==> config.mk <==
export PLATFORM = sky130hd
export DESIGN_NAME = multi_phase_timer
export DESIGN_NICKNAME = d
export VERILOG_FILES = /design/src/rtl/multi_phase_timer.sv
export SDC_FILE = /design/constraint.sdc
export NUM_CORES = 1
export LEC_CHECK = 0
export CAP_MARGIN = 20
export CELL_PAD_IN_SITES_DETAIL_PLACEMENT = 0
export CELL_PAD_IN_SITES_GLOBAL_PLACEMENT = 2
export CORE_UTILIZATION = 27
export DETAILED_ROUTE_END_ITERATION = 8
export GPL_TIMING_DRIVEN = 0
export PLACE_DENSITY_LB_ADDON = 0.08
export SETUP_SLACK_MARGIN = 0.1
export SLEW_MARGIN = 10
export SYNTH_ARGS = -nofsm -noshare
export SYNTH_HDL_FRONTEND = slang
export SYNTH_SLANG_ARGS = --single-unit
==> constraint.sdc <==
create_clock -name clk -period 1.7 [get_ports clk]
set_input_delay 0.17 -clock clk [delete_from_list [all_inputs] [get_ports clk]]
set_output_delay 0.17 -clock clk [all_outputs]
set_load 0.005 [all_outputs]
==> src/rtl/multi_phase_timer.sv <==
// Multi-phase down-counting timer: a prescaler produces ticks, and each phase
// counts down its programmed duration before the block advances cyclically to the next phase.
module multi_phase_timer #(
  parameter int CLK_PER_TICK = 50,
  parameter int NUM_PHASES   = 3,
  parameter int CNT_W        = 7,
  parameter int PH_W         = $clog2(NUM_PHASES)
) (
  input  logic                        clk,
  input  logic                        rst_n,
  input  logic                        en,
  input  logic                        hold,
  input  logic                        restart,
  input  logic [NUM_PHASES*CNT_W-1:0] dur_i,
  output logic                        tick_o,
  output logic [PH_W-1:0]             phase_o,
  output logic [CNT_W-1:0]            count_o,
  output logic                        last_o,
  output logic                        pre_last_o,
  output logic                        phase_done_o,
  output logic                        cycle_done_o,
  output logic                        busy_o
);

  localparam int PS_W = (CLK_PER_TICK > 1) ? $clog2(CLK_PER_TICK) : 1;

  localparam logic [1:0] S_IDLE  = 2'd0;
  localparam logic [1:0] S_RUN   = 2'd1;
  localparam logic [1:0] S_PAUSE = 2'd2;

  localparam logic [PS_W-1:0] PS_MAX  = PS_W'(CLK_PER_TICK - 1);
  localparam logic [PH_W-1:0] PH_LAST = PH_W'(NUM_PHASES - 1);

  logic [1:0]       state_q, state_d;
  logic [PS_W-1:0]  presc_q, presc_d;
  logic [PH_W-1:0]  phase_q, phase_d;
  logic [CNT_W-1:0] count_q, count_d;
  logic             tick_q, tick_d;
  logic             phase_done_q, phase_done_d;
  logic             cycle_done_q, cycle_done_d;
  logic [PH_W-1:0]  next_ph_s;
  logic             run_step_s;
  logic             active_s;

  // A zero duration is treated as one tick, so the load value never underflows.
  function automatic logic [CNT_W-1:0] load_val(input logic [NUM_PHASES*CNT_W-1:0] dur,
                                                input logic [PH_W-1:0] p);
    logic [CNT_W-1:0] d;
    d = dur[int'(p)*CNT_W +: CNT_W];
    if (d == '0) begin
      return '0;
    end else begin
      return d - CNT_W'(1);
    end
  endfunction

  // Compute the next state, the prescaler/phase/count updates and the boundary pulses.
  always_comb begin
    state_d      = state_q;
    presc_d      = presc_q;
    phase_d      = phase_q;
    count_d      = count_q;
    tick_d       = 1'b0;
    phase_done_d = 1'b0;
    cycle_done_d = 1'b0;
    run_step_s   = 1'b0;
    next_ph_s    = (phase_q == PH_LAST) ? '0 : phase_q + PH_W'(1);

    if (!en) begin
      state_d = S_IDLE;
      presc_d = '0;
      phase_d = '0;
      count_d = '0;
    end else begin
      case (state_q)
        S_IDLE: begin
          state_d = S_RUN;
          presc_d = '0;
          phase_d = '0;
          count_d = load_val(dur_i, '0);
        end
        S_RUN: begin
          if (restart) begin
            presc_d = '0;
            phase_d = '0;
            count_d = load_val(dur_i, '0);
          end else if (hold) begin
            state_d = S_PAUSE;
          end else begin
            run_step_s = 1'b1;
          end
        end
        S_PAUSE: begin
          if (restart) begin
            state_d = hold ? S_PAUSE : S_RUN;
            presc_d = '0;
            phase_d = '0;
            count_d = load_val(dur_i, '0);
          end else if (hold) begin
            state_d = S_PAUSE;
          end else begin
            // The release cycle already counts as a running cycle.
            state_d    = S_RUN;
            run_step_s = 1'b1;
          end
        end
        default: begin
          state_d = S_IDLE;
          presc_d = '0;
          phase_d = '0;
          count_d = '0;
        end
      endcase
    end

    if (run_step_s) begin
      if (presc_q == PS_MAX) begin
        presc_d = '0;
        tick_d  = 1'b1;
        if (count_q == '0) begin
          phase_done_d = 1'b1;
          cycle_done_d = (phase_q == PH_LAST);
          phase_d      = next_ph_s;
          count_d      = load_val(dur_i, next_ph_s);
        end else begin
          count_d = count_q - CNT_W'(1);
        end
      end else begin
        presc_d = presc_q + PS_W'(1);
      end
    end else begin
      presc_d = presc_d;
    end
  end

  // State and datapath registers with asynchronous active-low reset.
  always_ff @(posedge clk or negedge rst_n) begin
    if (!rst_n) begin
      state_q      <= S_IDLE;
      presc_q      <= '0;
      phase_q      <= '0;
      count_q      <= '0;
      tick_q       <= 1'b0;
      phase_done_q <= 1'b0;
      cycle_done_q <= 1'b0;
    end else begin
      state_q      <= state_d;
      presc_q      <= presc_d;
      phase_q      <= phase_d;
      count_q      <= count_d;
      tick_q       <= tick_d;
      phase_done_q <= phase_done_d;
      cycle_done_q <= cycle_done_d;
    end
  end

  assign active_s     = (state_q == S_RUN) || (state_q == S_PAUSE);
  assign busy_o       = active_s;
  assign tick_o       = tick_q;
  assign phase_o      = phase_q;
  assign count_o      = count_q;
  assign phase_done_o = phase_done_q;
  assign cycle_done_o = cycle_done_q;
  assign last_o       = active_s && (count_q == '0);
  assign pre_last_o   = active_s && (count_q == CNT_W'(1));

endmodule

## Yosys cells after proc, flatten, opt, wreduce, memory -nomap -nowiden

Index checks and enable logic that the tools add are counted.

| operators by class | value |
|---|---|
| add/subtract/negate cells | 5 |
| multipliers | 1 |
| equal/unequal tests | 8 |
| shift-type cells | 1 |
| muxes and demuxes | 37 |
| reductions and logical operators | 9 |

Operators with widths:

| operator | count |
|---|---|
| $mux 7 | 7 |
| $mux 6 | 5 |
| $mux 2 | 11 |
| $logic_not 7->1 | 3 |
| $shiftx 21x6->7 | 1 |
| $sub 7x1->7 const B | 3 |
| $pmux 7 s2 | 1 |
| $mux 1 | 12 |
| $eq 7x1->1 const B | 1 |
| $add 6x1->6 const B | 1 |
| $eq 6x6->1 const B | 1 |
| $ne 3x3->1 const B | 2 |
| $pmux 2 s3 | 1 |
| $mul 2x3->5 const B | 1 |
| $eq 2x2->1 const B | 2 |
| $ne 4x2->1 const B | 1 |
| $add 2x1->2 const B | 1 |
| $eq 2x1->1 const B | 1 |
| $logic_and 1x1->1 | 2 |
| $logic_not 2->1 | 1 |
| $reduce_and 2->1 | 1 |
| $reduce_or 2->1 | 1 |
| $logic_or 1x1->1 | 1 |

| word-level totals | value |
|---|---|
| bits in registers | 20 |
| output and inout port bits | 15 |
| logic and storage cells | 68 |

## Depth between registers and ports, before layout

| depth | value |
|---|---|
| depth after elaboration | 9 |
| mapped depth | 9 |
| mapped depth without buffers | 8 |

## Worst setup path after synthesis

Ideal clock, no wire load.

| timing | value |
|---|---|
| path kind | reg-to-reg |
| start | register state_q[0] |
| end | register count_q[6], in the netlist count_o[6] |
| arrival time | 1.679 ns |
| slack | -0.105 ns |
| cell stages (with the launch flop) | 10 |
| period minus slack after synthesis | 1.805 ns |
| path through | dfrtp_1 inv_1 ha_1 nor2b_2 buf_6 a41oi_2 nand2_1 o21ai_0 a32oi_1 o21ai_1 |

| on the way | value |
|---|---|
| longest elaborated chain between the ends | 6 |
| elaborated cells on any way between the ends | 10 |
| those cells by class | eq/ne (2); mux (6); reduce/logical (2) |

Ends and longest elaborated chain:

| what | RTL line | source |
|---|---|---|
| start, declared | 34 | `logic [1:0] state_q, state_d;` |
| start signal, assigned | 147 | `state_q <= state_d;` |
| $eq 2x1->1 / $eq 2x2->1 (equally long branches) | 75 | `case (state_q)` |
| $reduce_or 2->1 (no source line) | n/a |  |
| $pmux 7 s2 | 75 |  |
| $mux 7 | 69 | `if (!en) begin` |
| $mux 7 | 117 | `if (presc_q == PS_MAX) begin` |
| $mux 7 (*) | 116 | `if (run_step_s) begin` |
| via count_d[6] | 37 | `logic [CNT_W-1:0] count_q, count_d;` |
| end signal, assigned | 150 | `count_q <= count_d;` |
| end, declared | 37 |  |

Mark *: on every way through the listed nets, which the timed path passes. The rest lies on a longest branch.
A chain may end at the register's enable or synchronous reset.

## Worst setup path in the final report

| timing | value |
|---|---|
| start | register phase_q[0], in the netlist phase_o[0] |
| end | register count_q[3], in the netlist count_o[3] |

| on the way | value |
|---|---|
| longest elaborated chain between the ends | 9 |
| elaborated cells on any way between the ends | 11 |
| those cells by class | add/sub (2); mul (1); eq/ne (1); shift (1); mux (5); reduce/logical (1) |

Ends and longest elaborated chain:

| what | RTL line | source |
|---|---|---|
| start, declared | 36 | `logic [PH_W-1:0] phase_q, phase_d;` |
| start signal, assigned | 149 | `phase_q <= phase_d;` |
| $add 2x1->2 / $eq 2x2->1 (equally long branches) | 67 | `next_ph_s = (phase_q == PH_LAST) ? '0 : phase_q + PH_W'(1);` |
| $mux 2 (*) | 67 |  |
| $mul 2x3->5 (*) | 49 | `d = dur[int'(p)*CNT_W +: CNT_W];` |
| $shiftx 21x6->7 (*) | 49 |  |
| $sub 7x1->7 / $logic_not 7->1 (equally long branches) | 53, 50 |  |
| $mux 7 (*) | 50 | `if (d == '0) begin` |
| $mux 7 (*) | 120 | `if (count_q == '0) begin` |
| $mux 7 (*) | 117 |  |
| $mux 7 (*) | 116 |  |
| via count_d[3] | 37 |  |

Marks and branches as above.

==> summary.txt <==
Worst setup path
  – Critical Path RT: 1840 ps
  – Startpoint Class: flip-flop
  – CP arrival: 1950 ps
  – CP Capture Type: flip-flop
  – CP max FO: 7
  – Crit Path Class: flip-flop to flip-flop

STA
  – Final worst slack: -111 ps
  – Final hold violation count: 0
  – Final cycle utilization of the critical path: 107%
  – Fmax: 552 MHz
  – Worst Tran Pin Value: 976 ps
  – Min cycle time layout: 1810 ps
  – RSZ-0062 raised after global routing: yes
  – Final setup violation count: 7
  – Final Max Slew Viols: 0
  – Hold Slack: 445 ps
  – Final clock skew: 4.54 ps
  – Slew headroom: 34.7%

Power and ir drop
  – VDD IR max: 0.616 mV
  – Pwr Total: 2.48 mW
  – Leakage: 1.09 nW
  – P per Cell Area: 941 mW/mm2

GRT
  – Vias in the first global route: 1554
  – Antenna violations before repair: 0
  – Gr usage total: 15.0%
  – Largest net degree at the start of global routing: 21
  – Global-route wire length before repair: 7690 um
  – GRT overflow: 0

CTS
  – Clock Latency Late Sink: 260 ps
  – Worst-path clk slew: 80 ps
  – Clk root buf: clkbuf_8
  – CTS tree: yes
  – CTS H-tree lvls: 1
  – Hold bufs inserted after CTS: 0
  – Clk sinks: 20
  – Inserted Clock Buffers: 3
  – Clock Tree Buf Depth: 2

Finish
  – Area of the multi-input gates: 0.00127 mm2
  – ANT cells: 0
  – Fillers: 593
  – Nets@finish: 301
  – Area growth from synthesis to final layout: 51.8%
  – Seq. cell area: 505 um2
  – Fraction of layout cells with a size suffix above 1: 33.6%
  – Most common cell after layout, fill and taps aside: clkdlybuf4s50_1
  – Post-route cell area: 0.00264 mm2
  – Most frequent cells in the layout: 35 x clkdlybuf4s50_1, 27 x nand2_1, 24 x buf_4

Synth
  – Number of synthesized flops with an enable pin: 0
  – Yosys top cell by area: dfrtp_1
  – Yosys warns: 0
  – Mapped Nets: 228
  – Synth top area cells: dfrtp_1 29%, ha_1 8.6%, nand2_1 6.0%
  – Syn_area_per_cell: 9.15 um2
  – Cells after synthesis: 190
  – Synth cell types: 50
  – Synth async-reset ratio: 100%
  – Ys flop type: dfrtp_1
  – Flop and latch count out of synthesis: 20
  – Synth top area share: 28.8%
  – Post-synthesis sequential area ratio: 28.8%
  – Post-Syn Area: 0.00174 mm2

Run
  – Max Cap Viol: 0

Floorplan
  – Die extent in x: 82.2 um
  – Die area: 0.00676 mm2
  – Initial Util: 28.7%
  – IO Count: 41
  – Core area: 0.00606 mm2
  – Die Y: 82.2 um
  – Rows: 28

Detailed routing
  – Initial DRC Count: 52
  – DR DRC count: 0
  – DR vias/cell: 4.90
  – Vias: 1650
  – Detail Route Antenna Nets: 0
  – DR WL/cell: 14.6 um
  – Total detailed-routing wirelength: 4930 um
  – Drt pass-1 iters: 4

Placed design
  – GPL Wtd Cong: 0.812
  – I/O Buffers: 40
  – Cell Area, Placed: 0.00226 mm2
  – Detailed placer's ending HPWL: 3730 um
  – Pre-CTS setup slack: -432 ps

Outcome
  – Outcome: finished with violations
  – Failing checks: setup timing

Worst hold path
  – Worst hold-check path type: input pin to asynchronous set/reset pin
## where the power goes
part | switching [mW] | internal [mW] | leakage [nW] | total [mW]
registers | 0.0853 | 0.551 | 0.266 | 0.636
clock network | 0.168 | 0.206 | 0.0288 | 0.374
logic | 0.708 | 0.765 | 0.797 | 1.47
total | 0.961 | 1.52 | 1.09 | 2.48
## final timing paths
check                            from         end  slack [ps]  cells past startpoint
setup / recovery           phase_o[0]  count_o[3]        -110                      7
setup reg to reg           phase_o[0]  count_o[3]        -110                      7
max in group asynchronous       rst_n  phase_o[1]         590                      1
hold / removal                  rst_n  presc_q[2]         440                      1
hold reg to reg            presc_q[5]  presc_q[5]         510                      1
min in group clk                 hold  presc_q[3]         470                      3
## critical path, cell delays in order (launching register included)
cell	delay, ps
dfrtp_1	400
buf_6	140
mux2_4	310
mux2i_4	190
ha_2	220
nand4_1	150
nand2_4	160
o221ai_2	110
## synthesized netlist by cell type, types with 2 or more instances
library cell,instances
a21o_1,3
a21oi_1,7
buf_6,2
clkinv_2,2
dfrtp_1,20
ha_1,12
inv_1,11
mux2_4,2
mux2i_1,6
mux2i_4,2
nand2_1,28
nand2_4,2
nand3_1,5
nand4_1,2
nor2_1,11
nor2b_1,2
nor3_1,6
nor3_4,3
o211ai_1,2
o21ai_0,16
o21ai_1,2
o21ai_2,2
o221ai_2,5
o31ai_1,2
xnor2_1,7
xor2_1,4
## per-layer routing
metal | vias to the layer above | GRT usage [%] | routed length [um]
met5 | - | 0 | 0
met4 | 0 | 1.40 | 0
met3 | 0 | 3.08 | 211
met2 | 39 | 23.4 | 2260
met1 | 786 | 21.9 | 2460
li1 | 825 | - | -
## timing repair
action | in CTS | in global routing
buffers inserted | 18 | 10
resized for setup | 25 | 24
cloned | 0 | 0
endpoints found under the setup margin | 19 | 19
pin swaps | 13 | 8
## stage by stage
step,util (%),cells,TNS [ps]
6_report,43.5,337,-660
5_1_grt,43.5,337,-1290
4_1_cts,41.2,327,-722
3_5_place_dp,37.3,305,-1870
3_3_place_gp,37.3,305,-1610
2_1_floorplan,-,190,-52.7
## flip-flops by register name, indices dropped and copies added, names as in the netlist
register / flops
count_o: 7
cycle_done_o: 1
phase_done_o: 1
phase_o: 2
presc_q: 6
state_q: 2
tick_o: 1
## cell type report
cell class / instances / share of cell area (%)
clock buffers: 4 / 2.09
flip-flops and latches: 20 / 19.2
multi-input cells: 154 / 48.2
repair buffers: 68 / 23.9
plain buffers: 3 / 1.14
well taps: 75 / 3.56
inverters: 13 / 1.94
## cells by family after synthesis
| group | synth area share (%) |
|---|---|
| flops | 28.8 |
| buf+inv | 4.68 |
| compound gates | 19.2 |
| mux | 8.42 |
| simple gates | 24.7 |
| xor+xnor | 5.54 |
| fa+ha+maj | 8.64 |
No activity file was read; power rests on OpenSTA's default activity.
